## src/rtl/multicycle_pkg.sv

```systemverilog
// Shared definitions for the multi-cycle control unit.
//   - state_t  : FSM state encoding (two distinct trap states carry the cause)
//   - class_t  : instruction classes produced by mc_class_decode
//   - ALU_*    : fixed ALU operation codes used by memory and branch classes
//   - REGDST_*/MEMTOREG_* : register-destination and write-back source selects
package multicycle_pkg;

    typedef enum logic [2:0] {
        ST_IDLE     = 3'd0,
        ST_FETCH    = 3'd1,
        ST_DECODE   = 3'd2,
        ST_EXEC     = 3'd3,
        ST_MEM      = 3'd4,
        ST_WB       = 3'd5,
        ST_TRAP_ILL = 3'd6,
        ST_TRAP_BUS = 3'd7
    } state_t;

    typedef enum logic [3:0] {
        CL_R_ALU = 4'd0,
        CL_R_JR  = 4'd1,
        CL_I_ALU = 4'd2,
        CL_LD    = 4'd3,
        CL_ST    = 4'd4,
        CL_BR    = 4'd5,
        CL_J     = 4'd6,
        CL_JAL   = 4'd7,
        CL_ILL   = 4'd8
    } class_t;

    localparam logic [3:0] ALU_ADD = 4'b0011;
    localparam logic [3:0] ALU_SUB = 4'b0110;

    localparam logic [1:0] REGDST_RT   = 2'b00;
    localparam logic [1:0] REGDST_RD   = 2'b01;
    localparam logic [1:0] REGDST_LINK = 2'b10;

    localparam logic [1:0] MEMTOREG_ALU = 2'b00;
    localparam logic [1:0] MEMTOREG_MEM = 2'b01;
    localparam logic [1:0] MEMTOREG_PC4 = 2'b10;

endpackage

```

## src/rtl/multicycle_ctrl_if.sv

```systemverilog
// Memory-side bus of the multi-cycle control unit.
//   if_req / if_ack          : instruction fetch handshake
//   opcode / func            : instruction fields, valid while if_ack=1
//   dmem_req / dmem_we / dmem_ack : data memory handshake (dmem_we = store)
// master: the controller; slave: the memory side (or a testbench).
interface multicycle_ctrl_if;

    logic       if_req;
    logic       if_ack;
    logic [5:0] opcode;
    logic [5:0] func;
    logic       dmem_req;
    logic       dmem_we;
    logic       dmem_ack;

    modport master (
        output if_req, dmem_req, dmem_we,
        input  if_ack, opcode, func, dmem_ack
    );

    modport slave (
        input  if_req, dmem_req, dmem_we,
        output if_ack, opcode, func, dmem_ack
    );

endinterface

```

## src/rtl/mc_class_decode.sv

```systemverilog
// Combinational instruction classifier.
//   op   in  6  opcode
//   func in  6  function field
//   cls  out    instruction class (class_t)
// Classes are selected by op[5:4]; R-type splits on func[3] (JR), memory on
// op[3] (store), control flow on op[1:0] with 10 reserved as illegal.
module mc_class_decode
    import multicycle_pkg::*;
(
    input  logic [5:0] op,
    input  logic [5:0] func,
    output class_t     cls
);

    // Fields not needed for classification; the datapath uses them elsewhere.
    logic unused_fields;
    assign unused_fields = ^{op[2], func[5:4], func[2:0]};

    always_comb begin
        cls = CL_ILL;
        case (op[5:4])
            2'b00:   cls = func[3] ? CL_R_JR : CL_R_ALU;
            2'b01:   cls = CL_I_ALU;
            2'b10:   cls = op[3] ? CL_ST : CL_LD;
            default: begin
                case (op[1:0])
                    2'b00:   cls = CL_BR;
                    2'b01:   cls = CL_J;
                    2'b11:   cls = CL_JAL;
                    default: cls = CL_ILL;
                endcase
            end
        endcase
    end

endmodule

```

## src/rtl/multicycle_ctrl.sv

```systemverilog
// Multi-cycle control unit: sequences each instruction through
// FETCH/DECODE/EXEC/MEM/WB, handshakes with instruction and data memory,
// traps on illegal opcodes and memory-wait timeouts, counts retirements.
// Ports:
//   clk, rst_n          clock (rising edge), async active-low reset
//   run                 start request, sampled only in IDLE
//   bus                 memory-side handshake (multicycle_ctrl_if.master)
//   ir_write, pc_write  instruction-register latch / PC+4 strobes
//   aluop, alusrc       ALU operation and immediate-operand select
//   regdst, memtoreg    register destination / write-back source select
//   regwrite            register file write enable
//   branch, jump, pcsrc branch, jump, register-sourced target
//   illegal, bus_err    sticky trap indicators
//   retired             retired-instruction count (wraps)
module multicycle_ctrl
    import multicycle_pkg::*;
#(
    parameter int ALUOP_W = 4,
    parameter int TIMEOUT = 16,
    parameter int CNT_W   = 16
) (
    input  logic               clk,
    input  logic               rst_n,
    input  logic               run,
    multicycle_ctrl_if.master  bus,
    output logic               ir_write,
    output logic               pc_write,
    output logic [ALUOP_W-1:0] aluop,
    output logic               alusrc,
    output logic [1:0]         regdst,
    output logic [1:0]         memtoreg,
    output logic               regwrite,
    output logic               branch,
    output logic               jump,
    output logic               pcsrc,
    output logic               illegal,
    output logic               bus_err,
    output logic [CNT_W-1:0]   retired
);

    // Wait counter only has to reach TIMEOUT-1.
    localparam int WAIT_W  = (TIMEOUT > 2) ? $clog2(TIMEOUT) : 1;
    localparam int TO_LAST = (TIMEOUT > 0) ? TIMEOUT - 1 : 0;

    state_t            state, next_state;
    logic [5:0]        op_q, func_q;
    logic [WAIT_W-1:0] wait_cnt;
    class_t            cls;
    logic              timed_out;
    logic              retire;
    logic [3:0]        alu4;

    mc_class_decode u_class_decode (
        .op   (op_q),
        .func (func_q),
        .cls  (cls)
    );

    // Last acceptable request cycle without an ack ends the wait.
    assign timed_out = (TIMEOUT > 0) && (wait_cnt == WAIT_W'(TO_LAST));

    always_ff @(posedge clk or negedge rst_n) begin
        if (!rst_n) state <= ST_IDLE;
        else        state <= next_state;
    end

    always_comb begin
        next_state = state;
        case (state)
            ST_IDLE:   if (run) next_state = ST_FETCH;
            ST_FETCH: begin
                if (bus.if_ack)     next_state = ST_DECODE;
                else if (timed_out) next_state = ST_TRAP_BUS;
            end
            ST_DECODE: next_state = (cls == CL_ILL) ? ST_TRAP_ILL : ST_EXEC;
            ST_EXEC: begin
                case (cls)
                    CL_R_ALU, CL_I_ALU: next_state = ST_WB;
                    CL_LD, CL_ST:       next_state = ST_MEM;
                    default:            next_state = ST_FETCH;
                endcase
            end
            ST_MEM: begin
                if (bus.dmem_ack)   next_state = (cls == CL_ST) ? ST_FETCH : ST_WB;
                else if (timed_out) next_state = ST_TRAP_BUS;
            end
            ST_WB:     next_state = ST_FETCH;
            default:   next_state = state;  // traps are left only through reset
        endcase
    end

    // An instruction retires on whichever transition returns to FETCH.
    assign retire = (next_state == ST_FETCH) &&
                    (state == ST_EXEC || state == ST_MEM || state == ST_WB);

    always_ff @(posedge clk or negedge rst_n) begin
        if (!rst_n) begin
            op_q     <= '0;
            func_q   <= '0;
            wait_cnt <= '0;
            retired  <= '0;
        end else begin
            if (state == ST_FETCH && bus.if_ack) begin
                op_q   <= bus.opcode;
                func_q <= bus.func;
            end
            // Staying in FETCH/MEM means no ack arrived this cycle.
            if (next_state != state)
                wait_cnt <= '0;
            else if (state == ST_FETCH || state == ST_MEM)
                wait_cnt <= wait_cnt + 1'b1;
            if (retire)
                retired <= retired + 1'b1;
        end
    end

    always_comb begin
        bus.if_req   = 1'b0;
        bus.dmem_req = 1'b0;
        bus.dmem_we  = 1'b0;
        ir_write     = 1'b0;
        pc_write     = 1'b0;
        alu4         = 4'b0000;
        alusrc       = 1'b0;
        regdst       = REGDST_RT;
        memtoreg     = MEMTOREG_ALU;
        regwrite     = 1'b0;
        branch       = 1'b0;
        jump         = 1'b0;
        pcsrc        = 1'b0;
        illegal      = 1'b0;
        bus_err      = 1'b0;
        case (state)
            ST_FETCH: begin
                bus.if_req = 1'b1;
                // IR and PC strobes fire only on the accepting cycle.
                ir_write   = bus.if_ack;
                pc_write   = bus.if_ack;
            end
            ST_EXEC: begin
                case (cls)
                    CL_R_ALU: alu4 = {func_q[5], func_q[2:0]};
                    CL_I_ALU: begin
                        alu4   = {op_q[3], op_q[2:0]};
                        alusrc = 1'b1;
                    end
                    CL_LD, CL_ST: begin
                        alu4   = ALU_ADD;
                        alusrc = 1'b1;
                    end
                    CL_BR: begin
                        alu4   = ALU_SUB;
                        branch = 1'b1;
                    end
                    CL_J:     jump = 1'b1;
                    CL_JAL: begin
                        jump     = 1'b1;
                        regwrite = 1'b1;
                        regdst   = REGDST_LINK;
                        memtoreg = MEMTOREG_PC4;
                    end
                    CL_R_JR: begin
                        jump  = 1'b1;
                        pcsrc = 1'b1;
                    end
                    default: ;
                endcase
            end
            ST_MEM: begin
                bus.dmem_req = 1'b1;
                bus.dmem_we  = (cls == CL_ST);
                // Address computation stays stable while the request waits.
                alu4         = ALU_ADD;
                alusrc       = 1'b1;
            end
            ST_WB: begin
                regwrite = 1'b1;
                regdst   = (cls == CL_R_ALU) ? REGDST_RD : REGDST_RT;
                memtoreg = (cls == CL_LD) ? MEMTOREG_MEM : MEMTOREG_ALU;
            end
            ST_TRAP_ILL: illegal = 1'b1;
            ST_TRAP_BUS: bus_err = 1'b1;
            default: ;
        endcase
    end

    assign aluop = ALUOP_W'(alu4);

endmodule
```

## src/flat_wrapper.sv

```systemverilog
// flat-port wrapper written by rule: the top's interface ports become plain ports
module multicycle_ctrl_flat import multicycle_pkg::*;
#(
    parameter int ALUOP_W = 4,
    parameter int TIMEOUT = 16,
    parameter int CNT_W   = 16
)
  (clk, rst_n, run, ir_write, pc_write, aluop, alusrc, regdst, memtoreg, regwrite, branch, jump, pcsrc, illegal, bus_err, retired, bus_if_req, bus_dmem_req, bus_dmem_we, bus_if_ack, bus_opcode, bus_func, bus_dmem_ack);
  multicycle_ctrl_if bus_i ();
  input  logic clk;
  input  logic rst_n;
  input  logic run;
  output logic ir_write;
  output logic pc_write;
  output logic [ALUOP_W-1:0] aluop;
  output logic alusrc;
  output logic [1:0] regdst;
  output logic [1:0] memtoreg;
  output logic regwrite;
  output logic branch;
  output logic jump;
  output logic pcsrc;
  output logic illegal;
  output logic bus_err;
  output logic [CNT_W-1:0] retired;
  output wire logic [$bits(bus_i.if_req)-1:0] bus_if_req;
  output wire logic [$bits(bus_i.dmem_req)-1:0] bus_dmem_req;
  output wire logic [$bits(bus_i.dmem_we)-1:0] bus_dmem_we;
  input wire logic [$bits(bus_i.if_ack)-1:0] bus_if_ack;
  input wire logic [$bits(bus_i.opcode)-1:0] bus_opcode;
  input wire logic [$bits(bus_i.func)-1:0] bus_func;
  input wire logic [$bits(bus_i.dmem_ack)-1:0] bus_dmem_ack;
  assign bus_if_req = bus_i.if_req;
  assign bus_dmem_req = bus_i.dmem_req;
  assign bus_dmem_we = bus_i.dmem_we;
  assign bus_i.if_ack = bus_if_ack;
  assign bus_i.opcode = bus_opcode;
  assign bus_i.func = bus_func;
  assign bus_i.dmem_ack = bus_dmem_ack;
  multicycle_ctrl #(.ALUOP_W(ALUOP_W), .TIMEOUT(TIMEOUT), .CNT_W(CNT_W)) u_core (.clk(clk), .rst_n(rst_n), .run(run), .bus(bus_i), .ir_write(ir_write), .pc_write(pc_write), .aluop(aluop), .alusrc(alusrc), .regdst(regdst), .memtoreg(memtoreg), .regwrite(regwrite), .branch(branch), .jump(jump), .pcsrc(pcsrc), .illegal(illegal), .bus_err(bus_err), .retired(retired));
endmodule
```

## config.mk

```make
export PLATFORM = sky130hd
export DESIGN_NAME = multicycle_ctrl_flat
export DESIGN_NICKNAME = d
export VERILOG_FILES = /design/src/rtl/multicycle_pkg.sv /design/src/rtl/multicycle_ctrl_if.sv /design/src/rtl/mc_class_decode.sv /design/src/rtl/multicycle_ctrl.sv /design/src/flat_wrapper.sv
export SDC_FILE = /design/constraint.sdc
export NUM_CORES = 1
export LEC_CHECK = 0
export ABC_AREA = 1
export BUFFER_PORTS_ARGS = -buffer_cell sky130_fd_sc_hd__clkbuf_2
export CORE_UTILIZATION = 54
export DETAILED_ROUTE_END_ITERATION = 12
export HOLD_SLACK_MARGIN = 0.05
export PLACE_DENSITY = 0.85
export RECOVER_POWER = 50
export SLEW_MARGIN = 20
export SYNTH_ARGS = -nofsm -noshare
export SYNTH_HDL_FRONTEND = slang
export SYNTH_SLANG_ARGS = --single-unit
```

## constraint.sdc

```tcl
create_clock -name clk -period 2.4 [get_ports clk]
set_input_delay 0.12 -clock clk [delete_from_list [all_inputs] [get_ports clk]]
set_output_delay 0.12 -clock clk [all_outputs]
set_load 0.02 [all_outputs]
```

Yosys cells after proc, flatten, opt, wreduce, memory -nomap -nowiden
Cells that the tools add are included.
{"block": "totals", "register_bits": 35, "word_cells": 80, "inputBits": 17}
{"block": "op_classes", "reduce_logical": 14, "n_mux": 37, "n_eq_ne": 22, "add_sub_neg": 2}
{"op": "$pmux W4 S3", "n": 2}
{"op": "$mux W3", "n": 7}
{"op": "$pmux W3 S6", "n": 1}
{"op": "$mux W1", "n": 17}
{"op": "$add A16 B1 Y16 const B", "n": 1}
{"op": "$eq A4 B3 Y1 const B", "n": 4}
{"op": "$pmux W4 S4", "n": 1}
{"op": "$eq A3 B3 Y1 const B", "n": 4}
{"op": "$eq A4 B2 Y1 const B", "n": 2}
{"op": "$eq A4 B4 Y1 const B", "n": 2}
{"op": "$mux W4", "n": 2}
{"op": "$pmux W2 S2", "n": 2}
{"op": "$pmux W4 S2", "n": 1}
{"op": "$eq A3 B1 Y1 const B", "n": 2}
{"op": "$eq A3 B2 Y1 const B", "n": 2}
{"op": "$pmux W3 S2", "n": 1}
{"op": "$reduce_or A3 Y1", "n": 2}
{"op": "$add A4 B1 Y4 const B", "n": 1}
{"op": "$eq A2 B1 Y1 const B", "n": 2}
{"op": "$eq A2 B2 Y1 const B", "n": 2}
{"op": "$eq A4 B1 Y1 const B", "n": 1}
{"op": "$logic_not A2 Y1", "n": 2}
{"op": "$logic_not A4 Y1", "n": 1}
{"op": "$pmux W1 S2", "n": 2}
{"op": "7 further kinds", "n": 11}

Logic depth before layout (Yosys ltp)
Gate-level depths: netlist (run 1).
{"block": "logic_depth", "ltp_word": 9, "ltp_mapped": 16, "mapped_depth_nobuf": 15}

Cells and area by module
A second synthesis (run 1) with hierarchy kept.
{"block": "unflattened", "hier_cells": 317, "hier_area_um2": 2258.4}
{"module": "multicycle_ctrl", "area_each_um2": 2135.8, "cells_each": 294, "seq_area_each_um2": 875.8, "n_inst": 1}
{"module": "mc_class_decode", "area_each_um2": 122.6, "cells_each": 23, "seq_area_each_um2": 0.0, "n_inst": 1}

Worst setup path after synthesis (run 1)
Ideal clock, no wire load.
{"block": "synth_path", "path_type": "register -> output", "startpoint": "reg u_core.state[2]", "endpoint": "out pc_write", "slack_ps": 310, "arrival_ps": 1970, "t_required_ps": 2280, "n_path_buf": 3, "stages_incl_launch_ff": 7, "path_cell_list": "dfrtp_1 buf_4 nor3_2 nand2_1 clkinv_1 clkbuf_1 buf_4"}
{"block": "synth_between", "elab_chain_cells": 2}
{"item": "start: declaration", "line_no": "multicycle_ctrl.sv:45", "source": "state_t state, next_state;"}
{"item": "start signal: assignment", "line_no": "multicycle_ctrl.sv:64", "source": "else state <= next_state;"}
{"item": "$eq A3 B1 Y1"}
{"item": "$mux W1"}
{"item": "end: declaration", "line_no": "flat_wrapper.sv:14", "source": "output logic pc_write;"}
Every way passes these cells.

Worst setup path in the final report (run 1)
{"block": "layout_path", "startpoint": "reg u_core.op_q[0]", "endpoint": "out aluop[1]"}
{"block": "layout_between", "elab_chain_cells": 7, "elab_cells_between_ends": 13, "cone_classes": "eq/ne (6); mux (4); reduce/logical (3)"}
{"item": "start: declaration", "line_no": "multicycle_ctrl.sv:46", "source": "logic [5:0] op_q, func_q;"}
{"item": "start signal: assignment", "line_no": "multicycle_ctrl.sv:104", "source": "op_q <= bus.opcode;"}
{"item": "$eq A2 B2 Y1, or another cell as far along", "line_no": "mc_class_decode.sv:26", "source": "case (op[1:0])"}
{"item": "$pmux W4 S3 *", "line_no": "mc_class_decode.sv:26"}
{"item": "$pmux W4 S3 *", "line_no": "mc_class_decode.sv:21", "source": "case (op[5:4])"}
{"item": "$eq A4 B2 Y1 or $eq A4 B3 Y1 (tied branches)", "line_no": "multicycle_ctrl.sv:141", "source": "case (cls)"}
{"item": "$reduce_or A2 Y1", "line_no": "multicycle_ctrl.sv:141"}
{"item": "$pmux W4 S4 *", "line_no": "multicycle_ctrl.sv:141"}
{"item": "$pmux W4 S2 *", "line_no": "multicycle_ctrl.sv:133", "source": "case (state)"}
{"item": "end: declaration", "line_no": "flat_wrapper.sv:15", "source": "output logic [ALUOP_W-1:0] aluop;"}
Every way passes the cells marked *; elsewhere a longest branch is shown, timed or not.

==> results of run 1 <==
==> synthesized netlist by cell type (all sizes together) <==
| master | instances |
|---|---|
| nor2 | 33 |
| nand2 | 86 |
| nor3b | 1 |
| nand3b | 1 |
| a21oi | 4 |
| a22o | 1 |
| nand3 | 34 |
| clkbuf | 1 |
| nor3 | 9 |
| o21bai | 1 |
| clkinv | 1 |
| xnor2 | 10 |
| buf | 8 |
| mux2i | 1 |
| a221oi | 1 |
| xor2 | 7 |
| ha | 6 |
| o211ai | 1 |
| a31oi | 1 |
| nor4 | 1 |
| a22oi | 2 |
| nand4 | 3 |
| inv | 36 |
| o21ai | 20 |
| dfrtp | 34 |
| o22ai | 1 |
==> sequential cells by signal, indices dropped and copies added (netlist names) <==
register         count
u_core.state         3
u_core.wait_cnt      4
u_core.op_q          6
u_core.retired      16
u_core.func_q        5
==> layout make-up <==
type	instances	area, sq um
clock buffers	6	72.6
clock inverters	2	37.5
fillers	357	1260
inverters	37	141
multi-input cells	224	1240
flip-flops and latches	34	851
well taps	50	62.6
repair buffers	64	357
==> per-layer routing <==
| metal | global-route usage, % | up-vias |
|---|---|---|
| li1 | - | 1103 |
| met4 | 7.98 | 0 |
| met1 | 31.4 | 1042 |
| met3 | 4.90 | 11 |
| met5 | 0 | - |
| met2 | 41.3 | 71 |
==> kinds of logic after synthesis <==
logic type               count (synthesis)
adder cells (fa/ha/maj)                  6
AO/OA/AOI/OAI                           32
multiplexers                             1
AND/OR/NAND/NOR                        168
buffers and inverters                   46
flip-flops                              34
XOR/XNOR                                17
==> where the power goes <==
| group | switching (uW) | internal (uW) |
|---|---|---|
| registers | 0 | 573 |
| logic | 17.8 | 19.5 |
| clock network | 216 | 310 |
==> tightest hold or removal path, delay by kind of cell <==
kind,cells,cell delay (ns)
buffers and inverters,1,0.08
AO/OA/AOI/OAI,1,0.06
AND/OR/NAND/NOR,1,0.04
==> timing repair <==
action | in CTS | in global routing
endpoints found under the setup margin | 0 | 18
hold endpoints to repair | 43 | 0
resized for setup | 0 | 3
hold buffers | 10 | 0
setup buffers | 0 | 1
==> how the worst min path moves through the flow <==
stage / start / end / slack, ns / cells after the start
detailed placement: rst_n / u_core.retired[13] / 0.26 / 1
global route: bus_opcode[4] / u_core.op_q[4] / 0.06 / 3
finish: bus_opcode[4] / u_core.op_q[4] / 0.06 / 3
CTS: bus_opcode[4] / u_core.op_q[4] / 0.05 / 3
global placement: rst_n / u_core.retired[13] / 0.25 / 1
floorplan: rst_n / u_core.func_q[0] / -0.18 / 0
==> through the flow <==
step,utilization (%),instance area (sq um),total power [uW],TNS [ns],hold slack (ns)
floorplan,-,2290,585,0,-0.176
global placement,63.5,2560,608,0,0.253
detailed placement,63.5,2560,609,0,0.256
CTS,68.8,2770,1140,0,0.0508
global route,68.6,2770,1170,-0.0323,0.0577
finish,68.6,2770,1140,0,0.0591
==> results.txt, run 1 <==
HPWL Detailed -> 3840 um
chip width -> 67.2 um
Worst EP arrival -> 2.19 ns
end point of the critical path -> aluop[1]
endpoints failing setup -> 0
post-placement worst setup slack -> 0.0582 ns
Layout Cells excl Fill -> 417
Pre-Repair DR Iteration Count -> 4
remaining global-route overflow -> 0
Slew Viols, Final -> 35
number of placement rows -> 23
setup slack on the worst flop-to-flop path -> 0.17 ns
CTS tree -> yes
run status -> complete, but fails checks
number of hold-slack violations in the final timing report -> 0
combinational family with the most area after synthesis -> simple AND/OR/NAND/NOR gates
most frequent standard cell in the layout excluding fill and tap cells -> sky130_fd_sc_hd__nand2_1
highest net fanout along the worst path -> 4
layout overhead on the synthesized area -> 20.6%
highest cell delay on the worst timing path -> 0.39 ns
element type at the critical path end -> primary output
final worst path period share -> 96.0%
Final min period -> 2.31 ns
number of cells produced by synthesis -> 304
total leakage power -> 0.00138 uW
cell depth of the worst setup path -> 9
PwrDens -> 411 nW/um^2
sum of buffers and inverters on the critical path -> 3
cells along the critical path -> inv_1 > ha_1 > inv_1 > nor2_2 > o21ai_0 > nor2_1 > nor3_1 > o21ai_0 > clkbuf_2
uppermost signal routing layer after detailed routing -> met4
total wirelength of the detailed-routed design -> 5370 um
capture point of the worst reg-to-reg path -> u_core.retired[7]
number of I/O port buffers -> 51
share of the synthesized area in compound gates (AO/OA/AOI/OAI) -> 9.00%
wire length on met2 -> 2700 um
met1 wire length -> 2370 um
worst ir drop on vdd -> 0.380 mV
global-route wire length before repair -> 8410 um
num ports -> 53
leading cell types in the layout, fill and taps excluded -> 81 x sky130_fd_sc_hd__nand2_1, 34 x sky130_fd_sc_hd__clkbuf_2, 34 x sky130_fd_sc_hd__dfrtp_1
average cell area after synthesis -> 7.54 sq um
RD Place Congestion -> 0.957
startpoint types -> flip-flop
Die Y-Extent -> 67.2 um
worst min-delay path category -> primary input to flip-flop
number of nets in the finished design -> 389
net count after synthesis -> 327
multiplexer fraction of the synthesized cell area -> 0.436%
netlist area before placement -> 2290 sq um
r2r startpoint -> u_core.op_q[0]
crit path from -> u_core.op_q[0]
area share of xor/xnor cells in the synthesized design -> 6.49%
cell count after placement -> 398
mean number of vias per cell -> 5.34
total length of routed met3 wires -> 229 um
vias in the first global route -> 1974
clock slew at reported path FFs -> 0.07 ns
post-DR wirelength/cell -> 12.9 um
Die Outline Area -> 4510 sq um
leading area contributor after synthesis -> sky130_fd_sc_hd__dfrtp_1
clk sink count -> 34
detailed-route via count -> 2227
Area contributors post-synth -> sky130_fd_sc_hd__dfrtp_1 37%, sky130_fd_sc_hd__nand2_1 13%, sky130_fd_sc_hd__nand3_1 6.8%
CTS Root Cell -> sky130_fd_sc_hd__clkbuf_8
Worst-Margin Slew -> 1.81 ns
initial antenna violation count -> 0
count of different cell masters after synthesis -> 41
maximum number of pins on one net before global-route repair -> 35
part of the Yosys area used for sequential elements -> 37.1%
n_diodes -> 0
DRC violations left -> 0
total CTS buffers -> 5
all-layer global routing usage -> 24.5%
kind of cell adding the most delay to the critical path -> simple AND/OR/NAND/NOR gates
Clock Skews -> 0.00286 ns
depth of the most critical reg-to-reg path -> 13
Final ANT Viol Nets -> 0
failing checks -> max-capacitance violations, max-slew violations
initial DRC count -> 108
simple-gate share of the synthesized area -> 34.6%
setup ws final -> 0.0949 ns
latest clock arrival within the worst-skew pair -> 0.28 ns
Synth top area share -> 37.1%
post-synthesis adder-cell area fraction -> 3.27%
Max-Cap Viols -> 1
relative max-transition margin -> -20.6%
critical path class -> flip-flop to primary output
post-synthesis sequential element count -> 34
H-tree lvl count -> 2
master of the slowest instance on the critical path -> sky130_fd_sc_hd__dfrtp_1
share of final-layout standard cells stronger than drive strength 1 -> 20.2%
required time of the critical path -> 2.28 ns
synth warn -> 0
buffer levels on the longest clock path -> 2
core area -> 4030 sq um
Highest Clock Rate -> 434 MHz
starting utilization of the core area -> 56.9%
Note: power is estimated with default switching activity, not from simulation.
==> run 2: changes to the inputs <==
--- a/config.mk
+++ b/config.mk
@@ -15,4 +15,5 @@
 export SLEW_MARGIN = 20
 export SYNTH_ARGS = -nofsm -noshare
 export SYNTH_HDL_FRONTEND = slang
+export SYNTH_HIERARCHICAL = 1
 export SYNTH_SLANG_ARGS = --single-unit
==> results.txt, run 2 <==
HPWL Detailed -> 3810 um (was 3840 um)
startpoint types -> flip-flop (unchanged)
leading cell types in the layout, fill and taps excluded -> 102 x sky130_fd_sc_hd__nand2_1, 33 x sky130_fd_sc_hd__clkbuf_2, 33 x sky130_fd_sc_hd__dfrtp_1 (was 81 x sky130_fd_sc_hd__nand2_1, 34 x sky130_fd_sc_hd__clkbuf_2, 34 x sky130_fd_sc_hd__dfrtp_1)
DRC violations left -> 0 (unchanged)
maximum number of pins on one net before global-route repair -> 35 (unchanged)
average cell area after synthesis -> 7.10 sq um (was 7.54 sq um)
number of nets in the finished design -> 407 (was 389)
register name with the most flops -> u_core/retired (was u_core.retired)
synth warn -> 6 (was 0)
fillers -> 283 (was 357)
met1 wire length -> 2610 um (was 2370 um)
relative contribution of sequential cells to total power -> 26.9% (was 50.4%)
switching part of the total -> 52.1% (was 20.6%)
most frequent standard cell in the layout excluding fill and tap cells -> sky130_fd_sc_hd__nand2_1 (unchanged)
Final Power -> 3470 uW (was 1140 uW)
Pre-Repair DR Iteration Count -> 5 (was 4)
Clock Skews -> 0.0132 ns (was 0.00286 ns)
flip-flop count of the largest register, all copies and words added -> 16 (unchanged)
relative max-transition margin -> 43.2% (was -20.6%)
number of hold-slack violations in the final timing report -> 0 (unchanged)
CTS tree -> yes (unchanged)
Slew Viols, Final -> 0 (was 35)
initial DRC count -> 144 (was 108)
RD Place Congestion -> 0.927 (was 0.957)
run status -> completed (was complete, but fails checks)
number of placement rows -> 22 (was 23)
H-tree lvl count -> 2 (unchanged)
Worst EP arrival -> 2.28 ns (was 2.19 ns)
Die Outline Area -> 4380 sq um (was 4510 sq um)
footprint of the multi-input gates -> 1270 sq um (was 1240 sq um)
PwrDens -> 1220 nW/um^2 (was 411 nW/um^2)
share of final-layout standard cells stronger than drive strength 1 -> 23.3% (was 20.2%)
post-placement worst setup slack -> 0.0929 ns (was 0.0582 ns)
combinational power share -> 59.9% (was 3.3%)
Switch Pwr -> 1810 uW (was 233 uW)
all-layer global routing usage -> 27.6% (was 24.5%)
num ports -> 53 (unchanged)
depth of the most critical reg-to-reg path -> 14 (was 13)
layout overhead on the synthesized area -> 28.3% (was 20.6%)
setup ws final -> 0.00210 ns (was 0.0949 ns)
core area -> 3800 sq um (was 4030 sq um)
Clk network pwr share -> 13.2% (was 46.3%)
buffer levels on the longest clock path -> 2 (unchanged)
element type at the critical path end -> primary output (unchanged)
mean number of vias per cell -> 5.42 (was 5.34)
detailed-route via count -> 2351 (was 2227)
net count after synthesis -> 335 (was 327)
clock slew at reported path FFs -> 0.08 ns (was 0.07 ns)
worst ir drop on vdd -> 0.754 mV (was 0.380 mV)
total CTS buffers -> 5 (unchanged)
sequential cell area -> 852 sq um (was 851 sq um)
Final min period -> 2.40 ns (was 2.31 ns)
final worst path period share -> 99.9% (was 96.0%)
post-DR wirelength/cell -> 13.9 um (was 12.9 um)
highest net fanout along the worst path -> 6 (was 4)
Highest Clock Rate -> 417 MHz (was 434 MHz)
latest clock arrival within the worst-skew pair -> 0.30 ns (was 0.28 ns)
Cell Int Power -> 1660 uW (was 902 uW)
n_diodes -> 0 (unchanged)
initial antenna violation count -> 0 (unchanged)
total wirelength of the detailed-routed design -> 6020 um (was 5370 um)
global-route wire length before repair -> 9040 um (was 8410 um)
endpoints failing setup -> 0 (unchanged)
number of cells on the worst hold path -> 3 (unchanged)
clk sink count -> 34 (unchanged)
number of I/O port buffers -> 51 (unchanged)
chip width -> 66.2 um (was 67.2 um)
number of cells produced by synthesis -> 313 (was 304)
Final ANT Viol Nets -> 0 (unchanged)
Worst-Margin Slew -> 0.852 ns (was 1.81 ns)
netlist area before placement -> 2220 sq um (was 2290 sq um)
CTS Root Cell -> sky130_fd_sc_hd__clkbuf_8 (unchanged)
starting utilization of the core area -> 58.5% (was 56.9%)
uppermost signal routing layer after detailed routing -> met4 (unchanged)
required time of the critical path -> 2.28 ns (about the same)
top flop regs -> u_core/retired (16), u_core/op_q (6), u_core/func_q (5) (was u_core.retired (16), u_core.op_q (6), u_core.func_q (5))
total leakage power -> 0.00144 uW (was 0.00138 uW)
Die Y-Extent -> 66.2 um (was 67.2 um)
Max-Cap Viols -> 0 (was 1)
total length of routed met3 wires -> 255 um (was 229 um)
critical path class -> flip-flop to primary output (unchanged)
worst min-delay path category -> primary input to flip-flop (unchanged)
remaining global-route overflow -> 0 (unchanged)
vias in the first global route -> 2089 (was 1974)
wire length on met2 -> 3050 um (was 2700 um)
[run 2: layout make-up]
cell class,count,area share [%]
Clock buffer,6,2.90
Clock inverter,2,0.439
Inverter,37,5.05
Multi-Input combinational cell,235,44.5
Sequential cell,34,29.9
Tap cell,48,2.11
Timing Repair Buffer,72,15.1
[run 2: worst max-delay path: stages (launching register included)]
cell                       delay, ns
sky130_fd_sc_hd__dfrtp_2        0.46
sky130_fd_sc_hd__ha_1           0.30
sky130_fd_sc_hd__nand3_1        0.15
sky130_fd_sc_hd__nand3_4        0.14
sky130_fd_sc_hd__nor2_4         0.16
sky130_fd_sc_hd__nand2_1        0.12
sky130_fd_sc_hd__inv_1          0.16
sky130_fd_sc_hd__nand2_1        0.09
sky130_fd_sc_hd__nand3_1        0.09
sky130_fd_sc_hd__nand2_1        0.07
sky130_fd_sc_hd__inv_1          0.07
sky130_fd_sc_hd__clkbuf_2       0.16
[run 2: path summary, 6_finish.rpt]
check                                       from           endpoint  slack, ns
max in group asynchronous                  rst_n     u_core/op_q[1]       1.35
worst min-delay path                 bus_func[1]   u_core/func_q[1]       0.08
worst min register to register  u_core/func_q[3]   u_core/func_q[3]       0.48
worst max register to register    u_core/op_q[1]  u_core/retired[8]       0.09
min in group asynchronous                  rst_n   u_core/func_q[0]       0.46
worst max-delay path              u_core/op_q[1]           aluop[2]      0.002
[run 2: power groups by stage]
| stage | Clock (uW) | Sequential [uW] | Combinational [uW] |
|---|---|---|---|
| floorplan | 0 | 910 | 1310 |
| global placement | 0 | 913 | 1700 |
| detailed placement | 0 | 918 | 1750 |
| CTS | 460 | 910 | 1770 |
| global route | 492 | 956 | 2260 |
| finish | 458 | 934 | 2080 |
[run 2: layer usage]
metal	vias up	global-route usage [%]
met5	-	0
met4	0	7.98
met1	1120	35.6
met3	13	6.38
li1	1135	-
met2	83	46.0
[run 2: repair_timing]
item,in CTS,in global routing
gates resized for setup,0,31
hold buffers,11,0
setup buffers,0,5
setup endpoints to repair,0,25
hold endpoints to repair,44,0
[run 2: through the flow]
stage / utilization (%) / instances / area [sq um] / TNS, ns / hold slack [ns]
finish: 75.1 / 434 / 2850 / 0 / 0.0800
CTS: 72.0 / 429 / 2730 / 0 / 0.0570
floorplan: - / 313 / 2220 / 0 / -0.176
detailed placement: 66.6 / 410 / 2530 / 0 / 0.260
global route: 75.1 / 434 / 2850 / -0.429 / 0.0878
global placement: 66.6 / 410 / 2530 / 0 / 0.259
==> run 3: changes to the inputs <==
--- a/config.mk
+++ b/config.mk
@@ -5,7 +5,6 @@
 export SDC_FILE = /design/constraint.sdc
 export NUM_CORES = 1
 export LEC_CHECK = 0
-export ABC_AREA = 1
 export BUFFER_PORTS_ARGS = -buffer_cell sky130_fd_sc_hd__clkbuf_2
 export CORE_UTILIZATION = 54
 export DETAILED_ROUTE_END_ITERATION = 12
==> results.txt, run 3 <==
run status -> complete, but fails checks (was completed)
failing checks -> negative setup slack
element type at the critical path end -> flip-flop (was primary output)
Worst-Margin Slew -> 0.810 ns (was 0.852 ns)
initial antenna violation count -> 0 (unchanged)
endpoints failing setup -> 15 (was 0)
total leakage power -> 0.00158 uW (was 0.00144 uW)
PwrDens -> 365 nW/um^2 (was 1220 nW/um^2)
highest cell delay on the worst timing path -> 0.40 ns (was 0.46 ns)
flip-flop count of the largest register, all copies and words added -> 16 (unchanged)
num ports -> 53 (unchanged)
RSZ-0062 raised after global routing -> yes
required time of the critical path -> 2.61 ns (was 2.28 ns)
average cell area after synthesis -> 9.53 sq um (was 7.10 sq um)
Die Outline Area -> 4250 sq um (was 4380 sq um)
Layout Cells excl Fill -> 345 (was 434)
Clock Skews -> 0.00889 ns (was 0.0132 ns)
number of placement rows -> 22 (unchanged)
initial DRC count -> 208 (was 144)
H-tree lvl count -> 2 (unchanged)
Highest Clock Rate -> 409 MHz (was 417 MHz)
number of nets in the finished design -> 318 (was 407)
CTS tree -> yes (unchanged)
Die Y-Extent -> 65.2 um (was 66.2 um)
Pre-Repair DR Iteration Count -> 4 (was 5)
post-route worst hold slack -> 0.0594 ns (was 0.0800 ns)
chip width -> 65.2 um (was 66.2 um)
startpoint types -> flip-flop (unchanged)
Final Power -> 1040 uW (was 3470 uW)
register name with the most flops -> u_core/retired (unchanged)
Final min period -> 2.45 ns (was 2.40 ns)
number of cells produced by synthesis -> 226 (was 313)
worst ir drop on vdd -> 0.331 mV (was 0.754 mV)
mean number of vias per cell -> 5.88 (was 5.42)
core area -> 3740 sq um (was 3800 sq um)
detailed-route via count -> 2029 (was 2351)
critical path class -> flip-flop to flip-flop (was flip-flop to primary output)
net count after synthesis -> 248 (was 335)
Worst EP arrival -> 2.66 ns (was 2.28 ns)
worst min-delay path category -> primary input to flip-flop (unchanged)
share of final-layout standard cells stronger than drive strength 1 -> 36.0% (was 23.3%)
setup TNS -> -0.370 ns (was 0 ns)
relative max-transition margin -> 46.0% (was 43.2%)
met2 usage -> 43.2% (was 46.0%)
DRC violations left -> 0 (unchanged)
netlist area before placement -> 2150 sq um (was 2220 sq um)
Slew Viols, Final -> 0 (unchanged)
Most Used Layer, Global Route -> met2 (unchanged)
cells along the critical path -> inv_1 > ha_1 > a21bo_2 > o31a_1 > nor4b_4 > a21oi_2 > nand4b_4 > buf_12 > nor4_2 > xor2_1 (was ha_1 > nand3_1 > nand3_4 > nor2_4 > nand2_1 > inv_1 > nand2_1 > nand3_1 > nand2_1 > inv_1 > clkbuf_2)
n_diodes -> 0 (unchanged)
post-DR wirelength/cell -> 16.3 um (was 13.9 um)
starting utilization of the core area -> 57.6% (was 58.5%)
footprint of the multi-input gates -> 1380 sq um (was 1270 sq um)
clock slew at reported path FFs -> 0.07 ns (was 0.08 ns)
remaining global-route overflow -> 0 (unchanged)
CTS Root Cell -> sky130_fd_sc_hd__clkbuf_8 (unchanged)
grt met3 use -> 5.21% (was 6.38%)
highest net fanout along the worst path -> 7 (was 6)
HPWL Detailed -> 3390 um (was 3810 um)
maximum number of pins on one net before global-route repair -> 35 (unchanged)
top flop regs -> u_core/retired (16), u_core/op_q (6), u_core/func_q (5) (unchanged)
number of I/O port buffers -> 51 (unchanged)
final worst path period share -> 102% (was 99.9%)
Max-Cap Viols -> 0 (unchanged)
latest clock arrival within the worst-skew pair -> 0.29 ns (was 0.30 ns)
sequential cell area -> 851 sq um (was 852 sq um)
met1 routing resource usage after global routing -> 36.7% (was 35.6%)
fillers -> 273 (was 283)
cell count after placement -> 326 (was 410)
setup ws final -> -0.0472 ns (was 0.00210 ns)
all-layer global routing usage -> 26.7% (was 27.6%)
buffer levels on the longest clock path -> 2 (unchanged)
layout overhead on the synthesized area -> 32.8% (was 28.3%)
total wirelength of the detailed-routed design -> 5630 um (was 6020 um)
master of the slowest instance on the critical path -> sky130_fd_sc_hd__dfrtp_1 (was sky130_fd_sc_hd__dfrtp_2)
synth warn -> 6 (unchanged)
number of hold-slack violations in the final timing report -> 0 (unchanged)
Final ANT Viol Nets -> 0 (unchanged)
total CTS buffers -> 5 (unchanged)
clk sink count -> 34 (unchanged)
most frequent standard cell in the layout excluding fill and tap cells -> sky130_fd_sc_hd__clkbuf_2 (was sky130_fd_sc_hd__nand2_1)
RD Place Congestion -> 0.866 (was 0.927)
vias in the first global route -> 1809 (was 2089)
global-route wire length before repair -> 8630 um (was 9040 um)
leading cell types in the layout, fill and taps excluded -> 39 x sky130_fd_sc_hd__clkbuf_2, 34 x sky130_fd_sc_hd__dfrtp_1, 22 x sky130_fd_sc_hd__buf_4 (was 102 x sky130_fd_sc_hd__nand2_1, 33 x sky130_fd_sc_hd__clkbuf_2, 33 x sky130_fd_sc_hd__dfrtp_1)
[run 3: through the flow]
step           setup slack, ns  util (%)  area, sq um
2_1_floorplan           0.0879         -         2150
3_3_place_gp           -0.0665      66.8         2500
3_5_place_dp            -0.152      66.8         2500
4_1_cts                -0.0212      71.8         2690
5_1_grt                 -0.146      76.4         2860
6_report               -0.0472      76.4         2860
[run 3: routing by layer]
metal  vias to the layer above  share of wire, %
li1                        950                 -
met2                        80                50
met4                         0               2.5
met1                       986                43
met5                         -                 0
met3                        13               5.3
[run 3: where the power goes]
part / switching, uW / internal, uW / total [uW]
Sequential: 0 / 573 / 573
Clock: 212 / 231 / 443
Combinational: 16.1 / 11.5 / 27.6
Total: 228 / 816 / 1040
[run 3: cell type report]
class                      count  share of cell area (%)
multi-input combinational    172                    48.1
sequential                    34                    29.7
timing repair buffer          76                    16.0
clock buffer                   7                    3.02
tap                           48                    2.10
inverter                       7                   0.919
clock inverter                 1                   0.175
[run 3: what timing repair did]
item / in CTS / in global routing
resized for setup: 10 / 23
pin swaps: 0 / 22
cloned: 1 / 0
endpoints found under the hold margin: 35 / 0
hold buffers: 2 / 0
setup buffers: 2 / 6
endpoints found under the setup margin: 18 / 24
[run 3: critical path, delay by kind of cell, from the launching register on]
kind / cells / cell delay, ns
and+or+nand+nor: 3 / 0.84
DFF: 1 / 0.40
buffers and inverters: 2 / 0.25
xor gates and xnor gates: 1 / 0.18
AOI/OAI and AO/OA: 3 / 0.44
adders and majority gates: 1 / 0.26
[run 3: worst paths after layout]
| kind | startpoint | to | slack (ns) | depth (start not counted) |
|---|---|---|---|---|
| min in group asynchronous | rst_n | u_core/op_q[5] | 0.45 | 2 |
| hold reg to reg | u_core/retired[15] | u_core/retired[15] | 0.49 | 1 |
| max in group asynchronous | rst_n | u_core/wait_cnt[0] | 1.44 | 2 |
| hold / removal | bus_func[0] | u_core/func_q[0] | 0.06 | 2 |
| setup reg to reg | u_core/op_q[0] | u_core/retired[9] | -0.05 | 10 |
| setup / recovery | u_core/op_q[0] | u_core/retired[9] | -0.05 | 10 |
